===== config.mk =====
export PLATFORM = sky130hd
export DESIGN_NAME = frame_timer_gen2
export DESIGN_NICKNAME = d
export VERILOG_FILES = /design/src/rtl/frame_timer_gen2.sv
export SDC_FILE = /design/constraint.sdc
export NUM_CORES = 1
export LEC_CHECK = 0
export BUFFER_PORTS_ARGS = -buffer_cell sky130_fd_sc_hd__buf_2
export CAP_MARGIN = 20
export CORE_MARGIN = 5
export CORE_UTILIZATION = 25
export CTS_BUF_LIST = sky130_fd_sc_hd__clkbuf_4 sky130_fd_sc_hd__clkbuf_8 sky130_fd_sc_hd__clkbuf_16
export CTS_CLUSTER_DIAMETER = 40
export DETAILED_ROUTE_END_ITERATION = 16
export HOLD_SLACK_MARGIN = 0.12
export SLEW_MARGIN = 20
export SYNTH_ARGS = -nofsm -noshare
export SYNTH_HDL_FRONTEND = slang
export SYNTH_SLANG_ARGS = --single-unit

===== constraint.sdc =====
create_clock -name i_clk -period 7.9 [get_ports i_clk]
set_input_delay 0.395 -clock i_clk [delete_from_list [all_inputs] [get_ports i_clk]]
set_output_delay 0.395 -clock i_clk [all_outputs]
set_load 0.02 [all_outputs]

===== src/rtl/frame_timer_gen2.sv =====
// -----------------------------------------------------------------------------
// frame_timer_gen2
//
// Purpose:
//   Frame-count timer for the game level. Counts rising edges of the per-frame
//   strobe (i_new_frame) in the system clock domain. It provides a runtime
//   terminal count, pause/resume, abort (clear), restart from DONE, and a
//   periodic mark pulse (e.g. one per second of frames). The un_time count
//   feeds the note scheduler. stop_sign tells the game FSM that the level is over.
//
// Optional feature (macro FRAME_TIMER_LOOP_EN):
//   When defined, reaching the terminal count wraps un_time to 0 and stays in
//   RUN, pulsing done each lap. DONE is then unreachable and stop_sign stays 0.
//   When undefined, the timer stops in DONE and holds the terminal count.
//
// Parameters:
//   WIDTH       - width of un_time / end_count
//   MARK_PERIOD - counted frames per mark pulse (1 .. 2^WIDTH-1)
//   MARK_W      - width of the mark counter (wraps)
//
// Ports:
//   i_clk         system clock
//   i_reset       synchronous active-high reset
//   i_new_frame   frame strobe (level); only its rising edge counts
//   i_start_sign  start from IDLE, restart from DONE
//   i_pause_sign  level; high holds the count
//   i_clear_sign  functional abort back to IDLE
//   i_end_count   terminal count, latched on start (0 means all ones)
//   o_un_time     frames elapsed
//   o_stop_sign   high while in DONE
//   o_done_pulse  one-cycle pulse on reaching the terminal count
//   o_running     high in RUN
//   o_paused      high in PAUSE
//   o_mark_pulse  one-cycle pulse every MARK_PERIOD counted frames
//   o_mark_cnt    marks since start
// -----------------------------------------------------------------------------
module frame_timer_gen2 #(
    parameter int WIDTH       = 16,
    parameter int MARK_PERIOD = 60,
    parameter int MARK_W      = 8
) (
    input  logic               i_clk,
    input  logic               i_reset,
    input  logic               i_new_frame,
    input  logic               i_start_sign,
    input  logic               i_pause_sign,
    input  logic               i_clear_sign,
    input  logic [WIDTH-1:0]   i_end_count,
    output logic [WIDTH-1:0]   o_un_time,
    output logic               o_stop_sign,
    output logic               o_done_pulse,
    output logic               o_running,
    output logic               o_paused,
    output logic               o_mark_pulse,
    output logic [MARK_W-1:0]  o_mark_cnt
);

    typedef enum logic [1:0] {
        S_IDLE  = 2'd0,
        S_RUN   = 2'd1,
        S_PAUSE = 2'd2,
        S_DONE  = 2'd3
    } state_t;

    localparam logic [WIDTH-1:0]  W_ONE   = {{(WIDTH-1){1'b0}}, 1'b1};
    localparam logic [WIDTH-1:0]  W_ZERO  = {WIDTH{1'b0}};
    localparam logic [WIDTH-1:0]  W_ONES  = {WIDTH{1'b1}};
    localparam logic [MARK_W-1:0] M_ONE   = {{(MARK_W-1){1'b0}}, 1'b1};
    localparam logic [MARK_W-1:0] M_ZERO  = {MARK_W{1'b0}};
    localparam logic [WIDTH-1:0]  SUB_TOP = WIDTH'(MARK_PERIOD - 1);

    state_t              r_state;
    logic                r_nf_q;
    logic [WIDTH-1:0]    r_un_time;
    logic [WIDTH-1:0]    r_end_lat;
    logic [WIDTH-1:0]    r_sub_cnt;
    logic [MARK_W-1:0]   r_mark_cnt;
    logic                r_done_pulse;
    logic                r_mark_pulse;
    logic                r_stop;
    logic                r_running;
    logic                r_paused;

    logic                w_tick;
    logic                w_end_hit;
    logic                w_mark_hit;
    logic [WIDTH-1:0]    w_end_load;

    // Edge detect, terminal/mark compares and the end-count value to latch.
    always_comb begin
        w_tick     = i_new_frame & ~r_nf_q;
        w_end_hit  = (r_un_time == (r_end_lat - W_ONE));
        w_mark_hit = (r_sub_cnt == SUB_TOP);
        if (i_end_count == W_ZERO) begin
            w_end_load = W_ONES;
        end else begin
            w_end_load = i_end_count;
        end
    end

    // Timer FSM with all counters and registered status/pulse outputs.
    always_ff @(posedge i_clk) begin
        if (i_reset) begin
            r_state      <= S_IDLE;
            r_nf_q       <= 1'b1;   // a strobe held high across release is not a tick
            r_un_time    <= W_ZERO;
            r_end_lat    <= W_ONES;
            r_sub_cnt    <= W_ZERO;
            r_mark_cnt   <= M_ZERO;
            r_done_pulse <= 1'b0;
            r_mark_pulse <= 1'b0;
            r_stop       <= 1'b0;
            r_running    <= 1'b0;
            r_paused     <= 1'b0;
        end else begin
            r_nf_q       <= i_new_frame;
            r_done_pulse <= 1'b0;
            r_mark_pulse <= 1'b0;
            if (i_clear_sign) begin
                r_state    <= S_IDLE;
                r_un_time  <= W_ZERO;
                r_sub_cnt  <= W_ZERO;
                r_mark_cnt <= M_ZERO;
                r_stop     <= 1'b0;
                r_running  <= 1'b0;
                r_paused   <= 1'b0;
            end else begin
                case (r_state)
                    S_IDLE: begin
                        r_un_time <= W_ZERO;
                        if (i_start_sign) begin
                            r_state    <= S_RUN;
                            r_sub_cnt  <= W_ZERO;
                            r_mark_cnt <= M_ZERO;
                            r_end_lat  <= w_end_load;
                            r_running  <= 1'b1;
                        end else begin
                            r_state    <= S_IDLE;
                        end
                    end
                    S_RUN: begin
                        // Pause has priority: a tick on the same edge is dropped.
                        if (i_pause_sign) begin
                            r_state   <= S_PAUSE;
                            r_running <= 1'b0;
                            r_paused  <= 1'b1;
                        end else if (w_tick) begin
                            if (w_end_hit) begin
                                r_done_pulse <= 1'b1;
`ifdef FRAME_TIMER_LOOP_EN
                                r_un_time    <= W_ZERO;
`else
                                r_un_time    <= r_end_lat;
                                r_state      <= S_DONE;
                                r_running    <= 1'b0;
                                r_stop       <= 1'b1;
`endif
                            end else begin
                                r_un_time <= r_un_time + W_ONE;
                            end
                            if (w_mark_hit) begin
                                r_sub_cnt    <= W_ZERO;
                                r_mark_pulse <= 1'b1;
                                r_mark_cnt   <= r_mark_cnt + M_ONE;
                            end else begin
                                r_sub_cnt    <= r_sub_cnt + W_ONE;
                            end
                        end else begin
                            r_state <= S_RUN;
                        end
                    end
                    S_PAUSE: begin
                        if (!i_pause_sign) begin
                            r_state   <= S_RUN;
                            r_running <= 1'b1;
                            r_paused  <= 1'b0;
                        end else begin
                            r_state   <= S_PAUSE;
                        end
                    end
                    S_DONE: begin
                        if (i_start_sign) begin
                            r_state    <= S_RUN;
                            r_un_time  <= W_ZERO;
                            r_sub_cnt  <= W_ZERO;
                            r_mark_cnt <= M_ZERO;
                            r_end_lat  <= w_end_load;
                            r_stop     <= 1'b0;
                            r_running  <= 1'b1;
                        end else begin
                            r_state    <= S_DONE;
                        end
                    end
                    default: begin
                        r_state    <= S_IDLE;
                        r_un_time  <= W_ZERO;
                        r_sub_cnt  <= W_ZERO;
                        r_mark_cnt <= M_ZERO;
                        r_stop     <= 1'b0;
                        r_running  <= 1'b0;
                        r_paused   <= 1'b0;
                    end
                endcase
            end
        end
    end

    assign o_un_time    = r_un_time;
    assign o_stop_sign  = r_stop;
    assign o_done_pulse = r_done_pulse;
    assign o_running    = r_running;
    assign o_paused     = r_paused;
    assign o_mark_pulse = r_mark_pulse;
    assign o_mark_cnt   = r_mark_cnt;

endmodule

---- Word-level counts from Yosys, hierarchy flattened ----
Cells that the tools add are included.
cells by class
  add/sub/neg operators ................... 4
  multiply operators ...................... 0
  div/mod/pow operators ................... 0
  magnitude comparators ................... 0
  equal/unequal tests ..................... 16
  shift-type cells ........................ 0
  mux-type cells .......................... 38
  bitwise gates (word level) .............. 5
  reduce and logical (&&, ||, !) cells .... 16
operators with widths
  kind                                                                   count
  16-bit 2-to-1 mux                                                      8
  16-bit case mux with 3 select lines                                    1
  16-bit by 1-bit adder with 16-bit output (second input constant)       2
  8-bit 2-to-1 mux                                                       4
  16-bit case mux with 2 select lines                                    1
  16-bit == test                                                         1
  16-bit by 6-bit == test with 1-bit output (second input constant)      1
  16-bit zero test                                                       1
  8-bit case mux with 2 select lines                                     1
  16-bit by 1-bit subtractor with 16-bit output (second input constant)  1
  1-bit 2-to-1 mux                                                       14
  2-bit != test (second input constant)                                  7
  4-bit AND reduction                                                    3
  2-bit 2-to-1 mux                                                       5
  5-bit AND reduction                                                    2
  8-bit by 1-bit adder with 8-bit output (second input constant)         1
  2-bit case mux with 4 select lines                                     1
  3-bit != test (second input constant)                                  2
  3-bit AND reduction                                                    2
  2-bit nonzero test                                                     3
  5-bit OR reduction                                                     1
  2-bit == test (second input constant)                                  2
  4-bit != test (second input constant)                                  1
  1-bit inverter                                                         4
  8 further kinds                                                        10
storage, ports and cells
  register bits after elaboration ......... 64
  latch bits .............................. 0
  memory bits (writable) .................. 0
  bits in read-only memories .............. 0
  input port bits ......................... 22
  output and inout port bits .............. 29
  logic and storage cells ................. 90
  memories ................................ 0

---- Longest topological paths before layout ----
Gate-level depths: netlist of run 1.
  depth in word-level cells ............... 6
  mapped depth ............................ 12
  gate-level depth less buffers ........... 10

---- Worst setup path before layout of run 1 ----
No wires, ideal clock.
  kind .................................... flip-flop to flip-flop
  from .................................... reg r_end_lat[0]
  to ...................................... reg r_stop (netlist: o_stop_sign)
  library setup time ...................... 0.128 ns
  data arrival time ....................... 2.795 ns
  path slack .............................. 4.977 ns
  stages on the path, launching flop included .. 13
  clock period less this slack ............ 2.923 ns
  cell sequence ........................... dfxtp_1 inv_1 ha_1 or4b_1 buf_2 or4_1 o31ai_1 a211oi_2 nand4bb_1 or3_1 clkbuf_1 o21ai_1 a311oi_1
between the ends
  word-level cells in the longest chain between the ends .. 4
RTL lines
  element                                        RTL line  source
  start: declaration                             75        logic [WIDTH-1:0] r_end_lat;
  start signal: assignment                       135       r_end_lat <= w_end_load;
  start signal: assignment                       187       r_end_lat <= w_end_load;
  16-bit by 1-bit subtractor with 16-bit output  92        w_end_hit = (r_un_time == (r_end_lat - W_ONE));
  16-bit == test                                 92
  2-bit != test (no line)                        -
  5-bit AND reduction (no line)                  -
  end signal: assignment                         112       r_stop <= 1'b0;
  end signal: assignment                         124       r_stop <= 1'b0;
  end signal: assignment                         156       r_stop <= 1'b1;
  end: declaration                               80        logic r_stop;
No other way between the ends.
A chain may end at the register's enable or synchronous reset.

---- Final worst setup path of run 1 ----
  from .................................... reg r_end_lat[0]
  to ...................................... reg r_un_time[9] (netlist: o_un_time[9])
between the ends
  word-level cells in the longest chain between the ends .. 6
RTL lines
  element                                        RTL line  source
  16-bit by 1-bit subtractor with 16-bit output  92
  16-bit == test                                 92
  16-bit 2-to-1 mux                              148       if (w_end_hit) begin
  16-bit 2-to-1 mux                              147       end else if (w_tick) begin
  16-bit 2-to-1 mux                              143       if (i_pause_sign) begin
  16-bit case mux with 3 select lines            128       case (r_state)
  end signal: assignment                         153       r_un_time <= r_end_lat;
  end signal: assignment                         159       r_un_time <= r_un_time + W_ONE;
  end: declaration                               74        logic [WIDTH-1:0] r_un_time;
No other way between the ends. The select of a mux whose other input is x is not followed.

==> results.json, run 1 <==
{
  "postCtsHoldBufs": 0,
  "grt_overflow": 0,
  "crit_path_cell_trace": "inv_1, ha_1, or4b_1, o21a_1, or3_1, a21oi_1, o22ai_1, nor4_4, buf_4, nand4_1, a31oi_1",
  "overall_die_width_um": 134,
  "final_min_period_over_clock_period": 0.469,
  "run_status": "completed",
  "cts_repair_resized_insts": 0,
  "floorplan.rows": 45,
  "route.vias.total": 3710,
  "synth_top_cells_by_area": "dfxtp_1, xor2_1, nor2_1, nand4_1, nand3_1",
  "clock_path_buffers": 2,
  "maximum_level_of_the_cts_h_tree": 3,
  "synth_seq_cells": 64,
  "fin_tns_setup_ns": 0,
  "yosys.cell_types.count": 52,
  "holdCritPathClass": "primary input to register",
  "post-route-drc-count": 0,
  "synth_area_leader_cell": "dfxtp_1",
  "p_leak_nw": 1.53,
  "syn_avg_cell_area_um2": 7.88,
  "clock_insertion_delay_worst_skew_ns": 0.33,
  "gp_congestion": 0.779,
  "setup.worst_path.class": "register to register",
  "floorplan.initialDensity": 0.254,
  "core_area_um2": 15100,
  "critical-path-max-stage-delay_ns": 0.73,
  "ioPinCount": 51,
  "placed_cells": 695,
  "synthesis.nets": 517,
  "synth.yosys.seq_area_share": 0.335,
  "final_layout_size_suffix_gt1_frac": 0.146,
  "rsz_0062_raised_after_global_routing": "no",
  "synth_async_sr_flop_share": 0,
  "cts_tree": "built",
  "commonest_cells_in_the_netlist": "dfxtp_1, nor2_1, nand2_1, nand3_1, nand4_1",
  "slew-limit-headroom": 0.449,
  "die_height_um": 134,
  "ant_nets": 0,
  "gr-usage-met3": 0.0363,
  "cts_inserted_buffers": 9,
  "routed_wl_um": 10900,
  "cts-root-buf": "clkbuf_16",
  "route.detailed.wl_per_inst_um": 15.4,
  "achievable-frequency_mhz": 270,
  "worstPathRequired_ns": 8.16,
  "path_clk_slew_ns": 0.05,
  "synth_top_flop_cell": "dfxtp_1",
  "min-delay-start": "i_end_count[15]",
  "global_route_total_usage_across_every_layer": 0.122,
  "rrSetupSlack_ns": 4.19,
  "finClkSkew_ns": 0.00616,
  "filler_cell_count": 1638,
  "worst_r2r_path_depth": 11,
  "detailedRoute.firstPassIterationCount": 5,
  "synthesis.area_um2": 3830,
  "worst-path-buf-inv": 2,
  "timing_worst_slew_pin_value_ns": 0.824,
  "cp_slowest_cell": "nor4_4",
  "worst_hold_path.num_cells": 3,
  "cpLargestDelayFamily": "simple AND/OR/NAND/NOR gates",
  "setup_viol": 0,
  "number_of_nets_in_the_layout": 549,
  "first_global_vias": 3474,
  "worstReg2RegEnd": "o_un_time[9]$_SDFFE_PP0P_",
  "cp-start-kind": "register",
  "grt_antenna_before_repair": 0,
  "endpoint_kind": "register",
  "synth_largest_type_area_fraction": 0.335,
  "count_of_flip_flops_with_a_built_in_enable_after_synthesis": 0,
  "power_density_nw_per_um2": 182,
  "seq_area_um2": 1280,
  "port-buffer-count": 50,
  "area_growth_pct": 17.7,
  "drt-initial-drc-count": 224,
  "grt_pass1_wl_um": 17800,
  "dp.final_hpwl_um": 7730,
  "synth_cells": 486,
  "max_cap_viol_count": 0,
  "max_vdd_drop_mv": 0.128,
  "grt_start_max_net_pins": 42,
  "worstReg2RegStart": "r_end_lat[0]$_SDFFE_PP1P_",
  "fin_cells": 709,
  "synth-warning-count": 0,
  "insertedDiodeCount": 0,
  "multi_input_comb_area_um2": 2370,
  "use_met2": 0.195,
  "post_cts_buffers": 0,
  "final_hold_viol_count": 0,
  "critPathMaxFanout": 18,
  "clock_sinks": 64,
  "hold_end": "r_end_lat[15]$_SDFFE_PP1P_",
  "worst-endpoint-arrival_ns": 3.96,
  "die-area_um2": 17900,
  "layout_min_cycle_time_ns": 3.71,
  "yosys.cell_count.top_type": "dfxtp_1",
  "final-max-slew-violation-count": 0,
  "drt-vias-per-instance": 5.23,
  "busiest_layer": "met2",
  "grt_use_met1": 0.159
}
[state kept, by name, summed over array words and instances, names as in the netlist]
| signal | cells |
|---|---|
| o_mark_pulse | 1 |
| o_stop_sign | 1 |
| o_un_time | 16 |
| r_nf_q | 1 |
| o_done_pulse | 1 |
| o_paused | 1 |
| r_end_lat | 16 |
| o_mark_cnt | 8 |
| r_sub_cnt | 16 |
| o_running | 1 |
| r_state | 2 |
[power by group]
group,switching (mW),total (mW),internal [mW]
Clock,0.144,0.424,0.280
Sequential,0.00923,0.337,0.328
Combinational,0.0388,0.0588,0.0200
Total,0.192,0.820,0.628
[routing by layer]
layer	part of all wire	wire length, um
met5	0	0
met4	0.013	140
met3	0.054	596
met2	0.47	5090
met1	0.47	5120
[metrics by stage]
stage / setup slack, ns / area, um2 / hold WS, ns / utilization / total power, mW
after detailed placement: 4.23 / 4200 / 0.484 / 0.278 / 0.402
after global routing: 3.90 / 4510 / 0.298 / 0.299 / 0.850
after CTS: 4.22 / 4510 / 0.291 / 0.299 / 0.830
final: 4.19 / 4510 / 0.303 / 0.299 / 0.820
after floorplan: 4.98 / 3830 / 0.454 / - / 0.382
after global placement: 4.30 / 4200 / 0.476 / 0.278 / 0.403
[worst reg2reg max path, delay by kind of cell, from the launching register on]
kind	cells	cell delay (ns)
AND/OR/NAND/NOR	4	1.85
AO/OA/AOI/OAI	4	0.75
buffers and inverters	2	0.43
adder cells (fa/ha/maj)	1	0.26
flip-flops	1	0.35
[kinds of logic (layout without fill, tap and decap cells)]
| kind of cell | count (synthesis) | after routing | synth area share |
|---|---|---|---|
| fa+ha+maj | 9 | 9 | 0.0294 |
| mux | 6 | 6 | 0.0167 |
| compound gates | 99 | 99 | 0.163 |
| buf+inv | 42 | 77 | 0.0461 |
| flops | 64 | 64 | 0.335 |
| simple gates | 233 | 233 | 0.335 |
| xor+xnor | 33 | 33 | 0.0755 |
[final cells by class]
class,instances,area share
clock buffers,10,0.0530
clock inverters,4,0.0155
inverters,10,0.00833
multi-input cells,380,0.526
flip-flops and latches,64,0.284
well taps,188,0.0522
repair buffers,53,0.0605
[how the worst max path moves through the flow]
stage	start	slack, ns	cells past startpoint	to
after CTS	r_end_lat[0]$_SDFFE_PP1P_	4.22	11	o_un_time[14]$_SDFFE_PP0P_
final	r_end_lat[0]$_SDFFE_PP1P_	4.19	11	o_un_time[9]$_SDFFE_PP0P_
after global placement	r_end_lat[0]$_SDFFE_PP1P_	4.30	11	o_un_time[5]$_SDFFE_PP0P_
after detailed placement	r_end_lat[0]$_SDFFE_PP1P_	4.23	11	o_un_time[14]$_SDFFE_PP0P_
after global routing	r_end_lat[0]$_SDFFE_PP1P_	3.90	11	o_un_time[8]$_SDFFE_PP0P_
after floorplan	r_end_lat[0]$_SDFFE_PP1P_	4.98	12	o_stop_sign$_SDFFE_PP0P_
[layout by cell type (no fill, tap or decap), drive strengths merged, types with 3 or more instances in the layout]
cell	Yosys	layout
a21o	11	11
a21oi	18	18
a31oi	14	14
and3	9	9
buf	9	53
clkbuf	23	10
dfxtp	64	64
ha	9	9
inv	10	10
mux2	3	3
mux2i	3	3
nand2	37	37
nand2b	20	20
nand3	31	31
nand3b	6	6
nand4	25	25
nand4b	6	6
nor2	44	44
nor3	11	11
nor4	12	12
nor4b	3	3
o211ai	4	4
o21ai	20	20
o22ai	19	19
or2	3	3
or3	7	7
or4	13	13
xnor2	13	13
xor2	20	20
(Power assumes the default switching activity.)
==> run 2: changes to the inputs <==
- clock period: 7.9 -> 3.7 ns (I/O delays scaled with it)
==> run 2 against run 1 <==
Critical path depth did not move. Routed wire length rose by 0.83%. Combinational power rose by 140%.
==> results.json, run 2 (synthesis gave the netlist of run 1 again) <==
{
  "hold_slack_ns": 0.183,
  "p_leak_nw": 1.61,
  "area_growth_pct": 22.6,
  "power_density_nw_per_um2": 361,
  "achievable-frequency_mhz": 305,
  "worstReg2RegEnd": "o_un_time[15]$_SDFFE_PP0P_",
  "slew-limit-headroom": 0.468,
  "die_height_um": 134,
  "rrSetupSlack_ns": 0.42,
  "critPathMaxFanout": 26,
  "seq_area_um2": 1280,
  "worstReg2RegStart": "r_end_lat[0]$_SDFFE_PP1P_",
  "clock_insertion_delay_worst_skew_ns": 0.33,
  "drt-initial-drc-count": 203,
  "final-max-slew-violation-count": 0,
  "multi_input_comb_area_um2": 2370,
  "worst-endpoint-arrival_ns": 3.53,
  "cts-root-buf": "clkbuf_16",
  "final_min_period_over_clock_period": 0.886,
  "internal_pwr_total_mw": 1.30,
  "global_route_total_usage_across_every_layer": 0.126,
  "port-buffer-count": 50,
  "cts_tree": "built",
  "final_common_cell": "dfxtp_1",
  "clock_path_buffers": 2,
  "part_of_the_total_power_dissipated_in_combinational_logic": 0.085,
  "maximum_level_of_the_cts_h_tree": 3,
  "final_hold_viol_count": 0,
  "placed_cells": 698,
  "power_mw": 1.70,
  "gp_congestion": 0.833,
  "first_global_vias": 3552,
  "share_seq_of_total_power": 0.424,
  "worstPathRequired_ns": 3.95,
  "fin_cells": 731,
  "grt_antenna_before_repair": 0,
  "cts_inserted_buffers": 9,
  "post-route-drc-count": 0,
  "route.vias.total": 3750,
  "worst_r2r_path_depth": 11,
  "postLayoutCellArea_um2": 4700,
  "power.share.clock": 0.491,
  "number_of_nets_in_the_layout": 569,
  "rsz_0062_raised_after_global_routing": "no",
  "min-delay-start": "i_start_sign",
  "grt_start_max_net_pins": 40,
  "ioPinCount": 51,
  "drt-vias-per-instance": 5.13,
  "path_clk_slew_ns": 0.05,
  "timing_worst_slew_pin_value_ns": 0.797,
  "dp.final_hpwl_um": 7890,
  "core_area_um2": 15100,
  "max_cap_viol_count": 0,
  "final_layout_size_suffix_gt1_frac": 0.149,
  "ant_nets": 0,
  "insertedDiodeCount": 0,
  "overall_die_width_um": 134,
  "hold_end": "o_stop_sign$_SDFFE_PP0P_",
  "grt_pass1_wl_um": 18400,
  "setup.worst_path.class": "register to register",
  "most-common-layout-cells": "dfxtp_1, buf_2, nor2_1",
  "least_setup_slack_across_all_paths_after_layout_ns": 0.421,
  "switching_share": 0.235,
  "setup_viol": 0,
  "pre_cts_ws_ns": 0.432,
  "max_vdd_drop_mv": 0.242,
  "run_status": "completed",
  "clock_sinks": 64,
  "post_dp_cell_area_um2": 4230,
  "floorplan.initialDensity": 0.254,
  "holdCritPathClass": "primary input to register",
  "endpoint_kind": "register",
  "post_cts_buffers": 0,
  "worst_hold_path.num_cells": 2,
  "floorplan.rows": 45,
  "fin_tns_setup_ns": 0,
  "die-area_um2": 17900,
  "cp-start-kind": "register",
  "routed_wl_um": 11000,
  "grt_overflow": 0,
  "finClkSkew_ns": 0.00572,
  "detailedRoute.firstPassIterationCount": 4,
  "filler_cell_count": 1638,
  "power.switching_uw": 399,
  "util_after_layout": 0.311,
  "route.detailed.wl_per_inst_um": 15.1,
  "layout_min_cycle_time_ns": 3.28
}
[run 2: final cells by class]
cell class	instances	area share
Multi-Input combinational cell	380	0.505
Clock buffer	12	0.0528
Tap cell	188	0.0501
Timing Repair Buffer	73	0.102
Clock inverter	4	0.00959
Inverter	10	0.00799
Sequential cell	64	0.273
[run 2: how the worst max path moves through the flow]
| stage | start | to | slack [ns] | cells after the start |
|---|---|---|---|---|
| after global placement | r_end_lat[0]$_SDFFE_PP1P_ | o_running$_SDFFE_PP0P_ | 0.50 | 10 |
| after global routing | r_end_lat[0]$_SDFFE_PP1P_ | o_un_time[3]$_SDFFE_PP0P_ | 0.11 | 11 |
| final | r_end_lat[0]$_SDFFE_PP1P_ | o_un_time[15]$_SDFFE_PP0P_ | 0.42 | 11 |
| after floorplan | r_end_lat[0]$_SDFFE_PP1P_ | o_stop_sign$_SDFFE_PP0P_ | 0.78 | 12 |
| after CTS | r_end_lat[0]$_SDFFE_PP1P_ | o_un_time[15]$_SDFFE_PP0P_ | 0.42 | 11 |
| after detailed placement | r_end_lat[0]$_SDFFE_PP1P_ | o_un_time[5]$_SDFFE_PP0P_ | 0.43 | 11 |
[run 2: layer usage]
metal | GRT usage | vias up | share of wire
met3 | 0.0393 | 17 | 0.051
met5 | 0 | - | 0
met1 | 0.162 | 1743 | 0.47
met2 | 0.202 | 89 | 0.46
met4 | 0.0383 | 0 | 0.016
li1 | - | 1901 | -
[run 2: worst max-delay path: stages (launching register included)]
cell and delay, ns:
dfxtp_1 0.35, inv_1 0.07, ha_1 0.26, or4b_1 0.61, o21a_1 0.24, or3_1 0.34, a21oi_1 0.14, o22ai_1 0.16
nor4_4 0.49, buf_12 0.23, nand4_1 0.11, a31oi_1 0.20
[run 2: power by group through the flow]
| stage | Sequential, mW | Combinational (mW) | Clock, mW |
|---|---|---|---|
| floorplan | 0.726 | 0.0898 | 0 |
| global placement | 0.733 | 0.131 | 0 |
| detailed placement | 0.733 | 0.130 | 0 |
| CTS | 0.719 | 0.145 | 0.863 |
| global route | 0.720 | 0.161 | 0.891 |
| finish | 0.719 | 0.144 | 0.833 |
[run 2: repair_timing]
item,in CTS,in global routing
hold buffers,17,0
endpoints found under the hold margin,17,0
gates resized for setup,0,0
endpoints found under the setup margin,0,0
==> run 3: changes to the inputs <==
- CORE_UTILIZATION: 25 -> 58
- PLACE_DENSITY: default -> 0.8
==> run 3 against run 2 <==
Routed wire length is 3.8% lower. Sequential power is essentially flat. Final cell count shrank 15%. Clock power fell by 21%. Register-to-register slack worse by 0.16 ns. Worst setup slack worse by 0.16 ns. Hold slack worse by 0.027 ns. First-iteration DRC count increased by 42%. Die area down 53%. Final area decreased by 5.0%. Global-route usage grew 13 points. Critical path type unchanged. Largest power group is now registers.
==> results.json, run 3 (synthesis gave the netlist of run 1 again) <==
{
  "grt_start_max_net_pins": 41,
  "ioPinCount": 51,
  "worstSetupStartpoint": "r_end_lat[0]$_SDFFE_PP1P_",
  "path_clk_slew_ns": 0.07,
  "cts_tree": "built",
  "final-max-slew-violation-count": 0,
  "max_cap_viol_count": 0,
  "switching_share": 0.246,
  "setup.worst_path.class": "register to register",
  "final_min_period_over_clock_period": 0.929,
  "critPathMaxFanout": 9,
  "layout_min_cycle_time_ns": 3.44,
  "post-route-drc-count": 0,
  "cts-root-buf": "clkbuf_8",
  "drt-initial-drc-count": 288,
  "worst-endpoint-arrival_ns": 3.65,
  "gp_congestion": 0.910,
  "postCtsHoldBufs": 17,
  "core_area_um2": 6390,
  "insertedDiodeCount": 0,
  "die-area_um2": 8330,
  "clock_sinks": 64,
  "achievable-frequency_mhz": 291,
  "clock_path_buffers": 2,
  "finClkSkew_ns": 0.00506,
  "setup_viol": 0,
  "ant_nets": 0,
  "fin_tns_setup_ns": 0,
  "port-buffer-count": 50,
  "final_layout_size_suffix_gt1_frac": 0.148,
  "min-delay-start": "i_start_sign",
  "floorplan.rows": 29,
  "power.switching_uw": 374,
  "power_density_nw_per_um2": 341,
  "grt_antenna_before_repair": 0,
  "floorplan.initialDensity": 0.600,
  "drt-vias-per-instance": 6.36,
  "run_status": "completed",
  "detailedRoute.firstPassIterationCount": 5,
  "routed_wl_um": 10600,
  "timing_worst_slew_pin_value_ns": 0.743,
  "cts_inserted_buffers": 9,
  "number_of_nets_in_the_layout": 569,
  "part_of_the_total_power_dissipated_in_combinational_logic": 0.094,
  "fin_cells": 619,
  "share_seq_of_total_power": 0.473,
  "overall_die_width_um": 91.2,
  "most-common-layout-cells": "dfxtp_1, buf_2, nor2_1",
  "critPathCapture": "o_running$_SDFFE_PP0P_",
  "worst_r2r_path_depth": 10,
  "maximum_level_of_the_cts_h_tree": 3,
  "worstPathRequired_ns": 3.91,
  "rrSetupSlack_ns": 0.26,
  "max_vdd_drop_mv": 0.325,
  "clock_insertion_delay_worst_skew_ns": 0.35,
  "holdCritPathClass": "primary input to register",
  "area_growth_pct": 16.5,
  "slew-limit-headroom": 0.505,
  "internal_pwr_total_mw": 1.14,
  "cts_repair_resized_insts": 0,
  "placed_cells": 587,
  "die_height_um": 91.2,
  "route.vias.total": 3934,
  "grt_overflow": 0,
  "worstReg2RegEnd": "o_running$_SDFFE_PP0P_",
  "cp-start-kind": "register",
  "worstReg2RegStart": "r_end_lat[0]$_SDFFE_PP1P_",
  "route.detailed.wl_per_inst_um": 17.1,
  "p_leak_nw": 1.57,
  "post_cts_buffers": 0,
  "first_global_vias": 3779,
  "global_route_total_usage_across_every_layer": 0.257,
  "rsz_0062_raised_after_global_routing": "no",
  "final_common_cell": "dfxtp_1",
  "power.share.clock": 0.433,
  "grt_pass1_wl_um": 17800,
  "final_hold_viol_count": 0,
  "power_mw": 1.52,
  "dp.final_hpwl_um": 7040,
  "endpoint_kind": "register"
}
## run 3: stage by stage
step                      setup WS (ns)  area [um2]  utilization  hold slack, ns
after floorplan                   0.777        3830            -           0.292
after global placement            0.401        4080        0.639           0.413
after detailed placement          0.317        4080        0.639           0.421
after CTS                         0.302        4460        0.698           0.144
after global routing             0.0563        4460        0.698           0.171
final                             0.261        4460        0.698           0.156
## run 3: worst min-delay path by stage
stage                                 endpoint  slack [ns]  cells after the start
floorplan                    r_nf_q$_SDFF_PP1_        0.29                      1
CTS                   o_stop_sign$_SDFFE_PP0P_        0.14                      2
global placement    r_end_lat[13]$_SDFFE_PP1P_        0.41                      3
global route          o_stop_sign$_SDFFE_PP0P_        0.17                      2
finish                o_stop_sign$_SDFFE_PP0P_        0.16                      2
detailed placement           r_nf_q$_SDFF_PP1_        0.42                      2
## run 3: critical path, cell delays in order (launching register included)
cell,delay (ns)
dfxtp_1,0.36
inv_1,0.07
ha_1,0.27
or4b_1,0.62
or4_1,0.56
o31ai_1,0.12
a211oi_2,0.16
nand4bb_1,0.25
o41ai_1,0.57
and3_1,0.26
nor3_1,0.05
## run 3: area by class of cell
type                    count  area, um2
fillers                   568       1930
inverters                  10       37.5
flip-flops and latches     64       1280
well taps                  77       96.3
clock buffers              11        139
repair buffers             73        465
clock inverters             4       70.1
multi-input cells         380       2370
## run 3: layer usage
layer | global-route usage | wire length, um | up-vias
met2 | 0.446 | 5220 | 160
met5 | 0 | 0 | -
met4 | 0.101 | 323 | 0
met1 | 0.309 | 4410 | 1846
li1 | - | - | 1895
met3 | 0.0521 | 653 | 33
## run 3: power groups by stage
| stage | registers [mW] | clock network, mW | logic (mW) |
|---|---|---|---|
| global route | 0.720 | 0.705 | 0.156 |
| CTS | 0.718 | 0.664 | 0.139 |
| global placement | 0.733 | 0 | 0.122 |
| floorplan | 0.726 | 0 | 0.0898 |
| finish | 0.719 | 0.658 | 0.142 |
| detailed placement | 0.734 | 0 | 0.124 |
